File: src/rtl/pic_pkg.sv
// Shared constants, types and branch decode for the 14-bit PIC-style core.
package pic_pkg;

  localparam int unsigned PC_W        = 11;
  localparam int unsigned INSN_W      = 14;
  localparam int unsigned STACK_DEPTH = 8;

  typedef logic [10:0] pc_t;
  typedef logic [13:0] insn_t;

  localparam insn_t NOP          = 14'h0000;
  localparam insn_t GOTO_MASK    = 14'h3800;
  localparam insn_t GOTO_MATCH   = 14'h2800;
  localparam insn_t CALL_MASK    = 14'h3800;
  localparam insn_t CALL_MATCH   = 14'h2000;
  localparam insn_t RETURN_MASK  = 14'h3FFF;
  localparam insn_t RETURN_MATCH = 14'h0008;
  localparam insn_t RETLW_MASK   = 14'h3C00;
  localparam insn_t RETLW_MATCH  = 14'h3400;

  typedef enum logic [2:0] {
    BR_NONE,
    BR_GOTO,
    BR_CALL,
    BR_RETURN,
    BR_RETLW
  } branch_e;

  function automatic branch_e decode_branch(input insn_t insn);
    branch_e br;
    br = BR_NONE;
    if ((insn & GOTO_MASK) == GOTO_MATCH)          br = BR_GOTO;
    else if ((insn & CALL_MASK) == CALL_MATCH)     br = BR_CALL;
    else if ((insn & RETURN_MASK) == RETURN_MATCH) br = BR_RETURN;
    else if ((insn & RETLW_MASK) == RETLW_MATCH)   br = BR_RETLW;
    return br;
  endfunction

endpackage

File: src/rtl/pic_return_stack.sv
// Circular hardware return stack with saturating occupancy count and sticky
// overflow/underflow flags.
module pic_return_stack #(
  parameter int unsigned DEPTH = 8,
  parameter int unsigned W     = 11
) (
  input  logic         clk,
  input  logic         reset,
  input  logic         push,
  input  logic         pop,
  input  logic [W-1:0] data_in,
  output logic [W-1:0] data_out,
  output logic         ovf,
  output logic         unf
);

  localparam int unsigned SP_W = $clog2(DEPTH);
  localparam logic [SP_W:0] FULL = DEPTH[SP_W:0];

  logic [W-1:0]    mem_q [DEPTH];
  logic [SP_W-1:0] sp_q;
  logic [SP_W-1:0] sp_dec;
  logic [SP_W:0]   count_q;
  logic            ovf_q;
  logic            unf_q;

  // Top-of-stack is always entry[sp-1]; an underflowing pop returns it stale.
  assign sp_dec   = sp_q - 1'b1;
  assign data_out = mem_q[sp_dec];
  assign ovf      = ovf_q;
  assign unf      = unf_q;

  always_ff @(posedge clk) begin
    if (reset) begin
      sp_q    <= '0;
      count_q <= '0;
      ovf_q   <= 1'b0;
      unf_q   <= 1'b0;
      for (int unsigned i = 0; i < DEPTH; i++) mem_q[i] <= '0;
    end else if (push) begin
      mem_q[sp_q] <= data_in;
      sp_q        <= sp_q + 1'b1;
      if (count_q == FULL) ovf_q <= 1'b1;
      else                 count_q <= count_q + 1'b1;
    end else if (pop) begin
      sp_q <= sp_dec;
      if (count_q == '0) unf_q <= 1'b1;
      else               count_q <= count_q - 1'b1;
    end
  end

endmodule

File: src/rtl/pic_fetch_unit.sv
// Fetch stage: program counter, instruction register and GOTO/CALL/RETURN/RETLW
// resolution with execute-requested skip and a global stall.
module pic_fetch_unit #(
  parameter int unsigned PC_W        = 11,
  parameter int unsigned INSN_W      = 14,
  parameter int unsigned STACK_DEPTH = 8
) (
  input  logic              clk,
  input  logic              reset,
  input  logic              stall,
  input  logic              skip,
  output logic [PC_W-1:0]   Rom_addr_out,
  input  logic [INSN_W-1:0] Rom_data_in,
  output logic [INSN_W-1:0] ir_out,
  output logic              ir_valid,
  output logic [PC_W-1:0]   pc_out,
  output logic              stack_ovf,
  output logic              stack_unf
);

  import pic_pkg::*;

  logic [PC_W-1:0]   pc_q, pc_d;
  logic [PC_W-1:0]   pc_out_q, pc_out_d;
  logic [INSN_W-1:0] ir_q, ir_d;
  logic              ir_valid_q, ir_valid_d;
  logic [PC_W-1:0]   pc_inc;
  logic [PC_W-1:0]   stack_top;
  logic              push, pop;
  branch_e           br;

  pic_return_stack #(
    .DEPTH (STACK_DEPTH),
    .W     (PC_W)
  ) u_stack (
    .clk      (clk),
    .reset    (reset),
    .push     (push),
    .pop      (pop),
    .data_in  (pc_q),
    .data_out (stack_top),
    .ovf      (stack_ovf),
    .unf      (stack_unf)
  );

  // Inserted bubbles (ir_valid=0) never decode as branches.
  assign br     = ir_valid_q ? decode_branch(ir_q) : BR_NONE;
  assign pc_inc = pc_q + 1'b1;
  assign push   = !stall && (br == BR_CALL);
  assign pop    = !stall && (br == BR_RETURN || br == BR_RETLW);

  always_comb begin
    pc_d       = pc_q;
    pc_out_d   = pc_out_q;
    ir_d       = ir_q;
    ir_valid_d = ir_valid_q;
    if (!stall) begin
      pc_out_d = pc_q;
      if (br != BR_NONE) begin
        ir_d       = NOP;
        ir_valid_d = 1'b0;
        if (br == BR_GOTO || br == BR_CALL) pc_d = ir_q[PC_W-1:0];
        else                                pc_d = stack_top;
      end else if (skip) begin
        ir_d       = NOP;
        ir_valid_d = 1'b0;
        pc_d       = pc_inc;
      end else begin
        ir_d       = Rom_data_in;
        ir_valid_d = 1'b1;
        pc_d       = pc_inc;
      end
    end
  end

  always_ff @(posedge clk) begin
    if (reset) begin
      pc_q       <= '0;
      pc_out_q   <= '0;
      ir_q       <= '0;
      ir_valid_q <= 1'b0;
    end else begin
      pc_q       <= pc_d;
      pc_out_q   <= pc_out_d;
      ir_q       <= ir_d;
      ir_valid_q <= ir_valid_d;
    end
  end

  assign Rom_addr_out = pc_q;
  assign ir_out       = ir_q;
  assign ir_valid     = ir_valid_q;
  assign pc_out       = pc_out_q;

endmodule

File: config.mk
export PLATFORM = sky130hd
export DESIGN_NAME = pic_fetch_unit
export DESIGN_NICKNAME = d
export VERILOG_FILES = /design/src/rtl/pic_pkg.sv /design/src/rtl/pic_return_stack.sv /design/src/rtl/pic_fetch_unit.sv
export SDC_FILE = /design/constraint.sdc
export NUM_CORES = 1
export LEC_CHECK = 0
export ABC_AREA = 1
export CAP_MARGIN = 0
export CORE_MARGIN = 2
export CORE_UTILIZATION = 55
export CTS_BUF_LIST = sky130_fd_sc_hd__clkbuf_16
export CTS_CLUSTER_SIZE = 14
export DETAILED_ROUTE_END_ITERATION = 6
export PLACE_DENSITY_LB_ADDON = 0.12
export SYNTH_ARGS = -nofsm -noshare
export SYNTH_HDL_FRONTEND = slang
export SYNTH_HIERARCHICAL = 1
export SYNTH_SLANG_ARGS = --single-unit
File: constraint.sdc
create_clock -name clk -period 3.46 [get_ports clk]
set_input_delay 0.692 -clock clk [delete_from_list [all_inputs] [get_ports clk]]
set_output_delay 0.692 -clock clk [all_outputs]
set_load 0.1 [all_outputs]
# Word-level counts from Yosys, hierarchy flattened
# Memory sizes are Yosys's and may differ from the RTL's.
# Cells that the tools add are included.
dict set report op_classes {
  n_addsub 5
  n_eq_ne 11
  n_mux 25
  n_bitwise 1
  n_reduce_logical 12
}
# op n
set op_table {}
lappend op_table {{11-bit 2-to-1 mux} 3}
lappend op_table {{14-bit 2-to-1 mux} 2}
lappend op_table {{3-bit 2-to-1 mux} 8}
lappend op_table {{4-bit 2-to-1 mux} 4}
lappend op_table {{14-bit by 4-bit == test with 1-bit output (second input constant)} 1}
lappend op_table {{11-bit by 1-bit adder with 11-bit output (second input constant)} 1}
lappend op_table {{11-bit OR reduction} 1}
lappend op_table {{3-bit == test (second input constant)} 3}
lappend op_table {{4-bit == test (second input constant)} 2}
lappend op_table {{1-bit 2-to-1 mux} 8}
lappend op_table {{3-bit by 2-bit == test with 1-bit output (second input constant)} 2}
lappend op_table {{3-bit AND reduction} 2}
lappend op_table {{4-bit by 1-bit adder with 4-bit output (second input constant)} 1}
lappend op_table {{4-bit zero test} 1}
lappend op_table {{2-bit inequality test (second input constant)} 2}
lappend op_table {{4-bit by 1-bit subtractor with 4-bit output (second input constant)} 1}
lappend op_table {{3-bit by 1-bit adder with 3-bit output (second input constant)} 1}
lappend op_table {{3-bit by 1-bit == test with 1-bit output (second input constant)} 1}
lappend op_table {{3-bit nonzero test} 1}
lappend op_table {{3-bit by 1-bit subtractor with 3-bit output (second input constant)} 1}
lappend op_table {{1-bit logical AND} 2}
lappend op_table {{1-bit logical OR} 2}
lappend op_table {{2-bit AND reduction} 1}
lappend op_table {{2-bit nonzero test} 1}
lappend op_table {{other kinds (2)} 2}
dict set report word_totals {
  register_bits 46
  ram_bits 88
  inputBits 18
  output_inout_bits 39
  elab_cells 63
  memories 1
}
# name words width rd rd_ports_with_merged_regs wr line
set mem_list {}
lappend mem_list {u_stack.mem_q 8 11 1 0 8 pic_return_stack.sv:20} ;# logic [W-1:0] mem_q [DEPTH];

# Longest topological paths before layout
dict set report logic_depth {
  ltp_word 13
  ltp_mapped 16
  depth_no_buf 13
}

# Hierarchy
# Netlist, hierarchy kept.
# mod instances cells_each area_per_inst_um2 seq_area_each_um2
set modules_own_cells {}
lappend modules_own_cells {pic_return_stack 1 476 4560.6 2822.7}
lappend modules_own_cells {pic_fetch_unit 1 301 2021.9 740.7}

# Worst setup path after synthesis
# No wires, ideal clock.
dict set report synth_path {
  kind {register to register}
  startpoint {reg ir_valid_q (netlist: ir_valid)}
  endpoint {mem u_stack.mem_q[3][0], enable pin}
  setup_ps 345
  t_arrival_ps 2838
  required_time_ps 3115
  slack_ps 277
  stages_incl_launch_ff 9
  path_buffers 2
  period_less_slack_ps 3183
  path_cell_list {dfxtp_1 -> nand3_2 -> buf_2 -> nor3_1 -> nand2_2 -> nor2_2 -> nand2_1 -> buf_6 -> nand2_1}
}
# element line
set synth_lines {}
lappend synth_lines {{start, declared} pic_fetch_unit.sv:26} ;# logic ir_valid_q, ir_valid_d;
lappend synth_lines {{start signal, assigned} pic_fetch_unit.sv:86} ;# ir_valid_q <= ir_valid_d;
lappend synth_lines {{end, declared} pic_return_stack.sv:20}

==> flow_summary_export.csv <==
group,metric,value,unit
yosys,yosysTopAreaCell,"edfxtp_1",
worst_setup_path,worstSetupPathType,"register to register",
timing,skew,0.00581,ns
yosys,synthTopCellsByArea,"edfxtp_1, dfxtp_1, nor2_1",
yosys,syn_area,0.00658,mm^2
drt,wirelength,16800,um
worst_hold_path,min_path_type,"register to register",
cts,cts_resized,0,
power_and_ir_drop,vdd_drop_max,304,uV
yosys,yosysSeqAreaShare,54.1,%
cts,cts.path.max_buffers,2,
status,status,"complete, no violations",
layout,final_cell_mix,"nor2_1, nand2_1, edfxtp_1",
layout,drive_gt1_share,11.6,%
cts,clk_pin_slew,0.06,ns
floorplan,die_x,113,um
global_routing,antenna_found_initial,0,
floorplan,dieArea,0.0129,mm^2
timing,tightest_slew,0.979,ns
worst_setup_path,crit_path_end_kind,"register",
worst_setup_path,r2r_slack,0.76,ns
worst_setup_path,reg2reg_depth,7,
timing,setup_viol,0,
layout,final_core_util,66.2,%
cts,cts_tree,"yes",
worst_setup_path,crit_start,"ir_valid$_SDFFE_PP0N_",
cts,h-tree-depth,4,
worst_setup_path,cp_cell_sequence,"nand3_2 -> nor3_1 -> buf_4 -> nand2_2 -> nor2_2 -> nand2_1 -> nand2_1",
power_and_ir_drop,power_frac_comb,11.2,%
power_and_ir_drop,sw_frac_of_total,25.0,%
cts,post_cts_buffers,0,
floorplan,core_area,0.0116,mm^2
timing,rsz0062_at_grt,"no",
cts,root_buffer,"clkbuf_16",
worst_setup_path,cp_common_cell,"nand2_1",
timing,max_freq,371,MHz
power_and_ir_drop,switchingPower,1020,uW
layout,n_antenna_cell,0,
place,dpl.cell_count,945,
yosys,synth_cells,777,
timing,hold_viol,0,
cts,cts_sinks,134,
global_routing,grt_overflow_total,0,
timing,max_slew_margin,34.6,%
drt,viasPerCell,5.56,
power_and_ir_drop,power_frac_clock,44.5,%
place,io_buffers,56,
floorplan,start_util,56.9,%
worst_setup_path,worstPathArrival,2.76,ns
cts,clk_latency,0.42,ns
place,place.detailed.hpwl,11400,um
global_routing,grt_pass1_wl,26700,um
timing,maxSlewViolCount,0,
power_and_ir_drop,internal_power,3050,uW
drt,drc_errors,0,
worst_setup_path,cp_slowest_stage_delay,0.45,ns
power_and_ir_drop,power_density,531,mW/mm^2
worst_setup_path,required,3.52,ns
worst_setup_path,timing.rr.start,"ir_valid$_SDFFE_PP0N_",
drt,vias,5435,
worst_setup_path,start_kind,"register",
floorplan,row_count,39,
layout,fin_cells,977,
worst_setup_path,worstPathMaxFanout,23,
drt,wl_per_cell,17.2,um
worst_setup_path,path_delay_family,"simple AND/OR/NAND/NOR gates",
power_and_ir_drop,p_seq_share,44.3,%
layout,layout.nets,845,
yosys,synth-seq-cells,134,
yosys,syn_nets,801,
cts,cts_buffers,17,
layout,syn_to_final_growth,16.3,%
timing,finalCritPeriodShare,78.0,%
yosys,syn_area_per_cell,8.47,um^2
power_and_ir_drop,total_power,4070,uW
cts,hold_buffers,0,
place,place_ws,0.512,ns
timing,fin_crit,2.70,ns
worst_setup_path,critical_path_depth,7,
layout,layout_commonest_cell,"nor2_1",
worst_setup_path,cpMaxStageDelayCell,"dfxtp_1",
yosys,yosysWarnings,6,
drt,ant_nets,0,
yosys,synthDominantCellAreaShare,40.1,%
global_routing,grt_pass1_vias,5358,
yosys,synth.distinct_cells,32,
global_routing,grtUsageTotal,27.2,%
floorplan,num_io_pins,57,
drt,firstDrtPassIters,6,
floorplan,fp.dieH,113,um
timing,fin_tns_setup,0,ns
power_and_ir_drop,p_leak,0.00313,uW
timing,fin_ws,0.762,ns
job,cap_violations,0,
worst_setup_path,endpoint,"u_stack/mem_q[7][10]$_SDFFCE_PN0P_",
global_routing,grt_max_degree,49,
worst_setup_path,timing.rr.end,"u_stack/mem_q[7][10]$_SDFFCE_PN0P_",
drt,drtIter0Drc,474,
place,gp_congestion,1.02,
worst_setup_path,critPathBufInv,1,
-- power by group through the flow --
stage / logic (uW) / registers [uW] / clock network [uW]
6_report: 455 / 1800 / 1810
5_1_grt: 483 / 1810 / 1900
4_1_cts: 452 / 1800 / 1820
3_5_place_dp: 449 / 1830 / 0
3_3_place_gp: 445 / 1830 / 0
2_1_floorplan: 154 / 1990 / 0
-- cells by family after synthesis --
kind of cell / after synthesis / synth area share (%)
DFF: 134 / 54.1
and+or+nand+nor: 409 / 26.1
adders and majority gates: 6 / 1.25
buffers and inverters: 95 / 7.43
xor gates and xnor gates: 9 / 1.31
AOI/OAI and AO/OA: 124 / 9.79
-- worst reg2reg max path, stage by stage (launching register included) --
cell     delay (ns)
dfxtp_1        0.45
nand3_2        0.38
nor3_1         0.26
buf_4          0.19
nand2_2        0.09
nor2_2         0.23
nand2_1        0.29
nand2_1        0.45
-- how the worst min path moves through the flow --
stage / from / to / slack (ns) / cells after the start
after global placement: u_stack/ovf$_SDFFE_PP0P_ / u_stack/ovf$_SDFFE_PP0P_ / 0.46 / 1
final: pc_out[0]$_SDFFE_PP0N_ / pc_out[0]$_SDFFE_PP0N_ / 0.48 / 2
after global routing: u_stack/ovf$_SDFFE_PP0P_ / u_stack/ovf$_SDFFE_PP0P_ / 0.51 / 1
after floorplan: u_stack/count_q[2]$_SDFFE_PP0P_ / u_stack/count_q[2]$_SDFFE_PP0P_ / 0.49 / 2
after CTS: pc_out[0]$_SDFFE_PP0N_ / pc_out[0]$_SDFFE_PP0N_ / 0.48 / 2
after detailed placement: pc_out[0]$_SDFFE_PP0N_ / pc_out[0]$_SDFFE_PP0N_ / 0.46 / 2
-- flip-flops by register name, indices dropped and copies added (netlist names) --
name             count
Rom_addr_out        11
ir_out              14
ir_valid             1
pc_out              11
u_stack/count_q      4
u_stack/mem_q       88
u_stack/ovf          1
u_stack/sp_q         3
u_stack/unf          1
-- cell type report --
type	count	area (um^2)
Clock buffer	17	425
Clock inverter	15	170
Fill cell	982	3910
Inverter	54	203
Multi-Input combinational cell	548	2530
Sequential cell	134	3560
Tap cell	143	179
Timing Repair Buffer	66	588
-- per-layer routing --
metal | vias up | share of wire [%] | global-route usage [%]
met5 | - | 0 | 0
met4 | 0 | 2.3 | 11.4
met3 | 33 | 6.3 | 5.79
met2 | 199 | 49 | 43.9
met1 | 2567 | 43 | 36.0
li1 | 2636 | - | -
-- metrics by stage --
step | hold slack (ns) | cell area [um^2]
after CTS | 0.475 | 7660
final | 0.478 | 7660
after global routing | 0.506 | 7660
after global placement | 0.460 | 7060
after floorplan | 0.487 | 6580
after detailed placement | 0.464 | 7060
-- synthesized netlist by cell type --
library cell,count
nor2_1,199
nand2_1,146
edfxtp_1,88
o21ai_0,79
inv_1,47
dfxtp_1,46
a21oi_1,30
nand3_1,29
buf_6,15
clkbuf_1,13
nand3_2,12
buf_2,10
nand2_2,8
inv_2,7
o21ai_1,7
xor2_1,7
nand4_1,6
a21oi_2,5
ha_1,5
nor3_1,3
a31oi_1,2
buf_4,2
nor2_2,2
buf_1,1
fa_1,1
nand3b_1,1
nor2_4,1
nor3_4,1
o21a_1,1
or2_2,1
xnor2_1,1
xor2_2,1
Note: power is estimated with default switching activity, not from simulation.
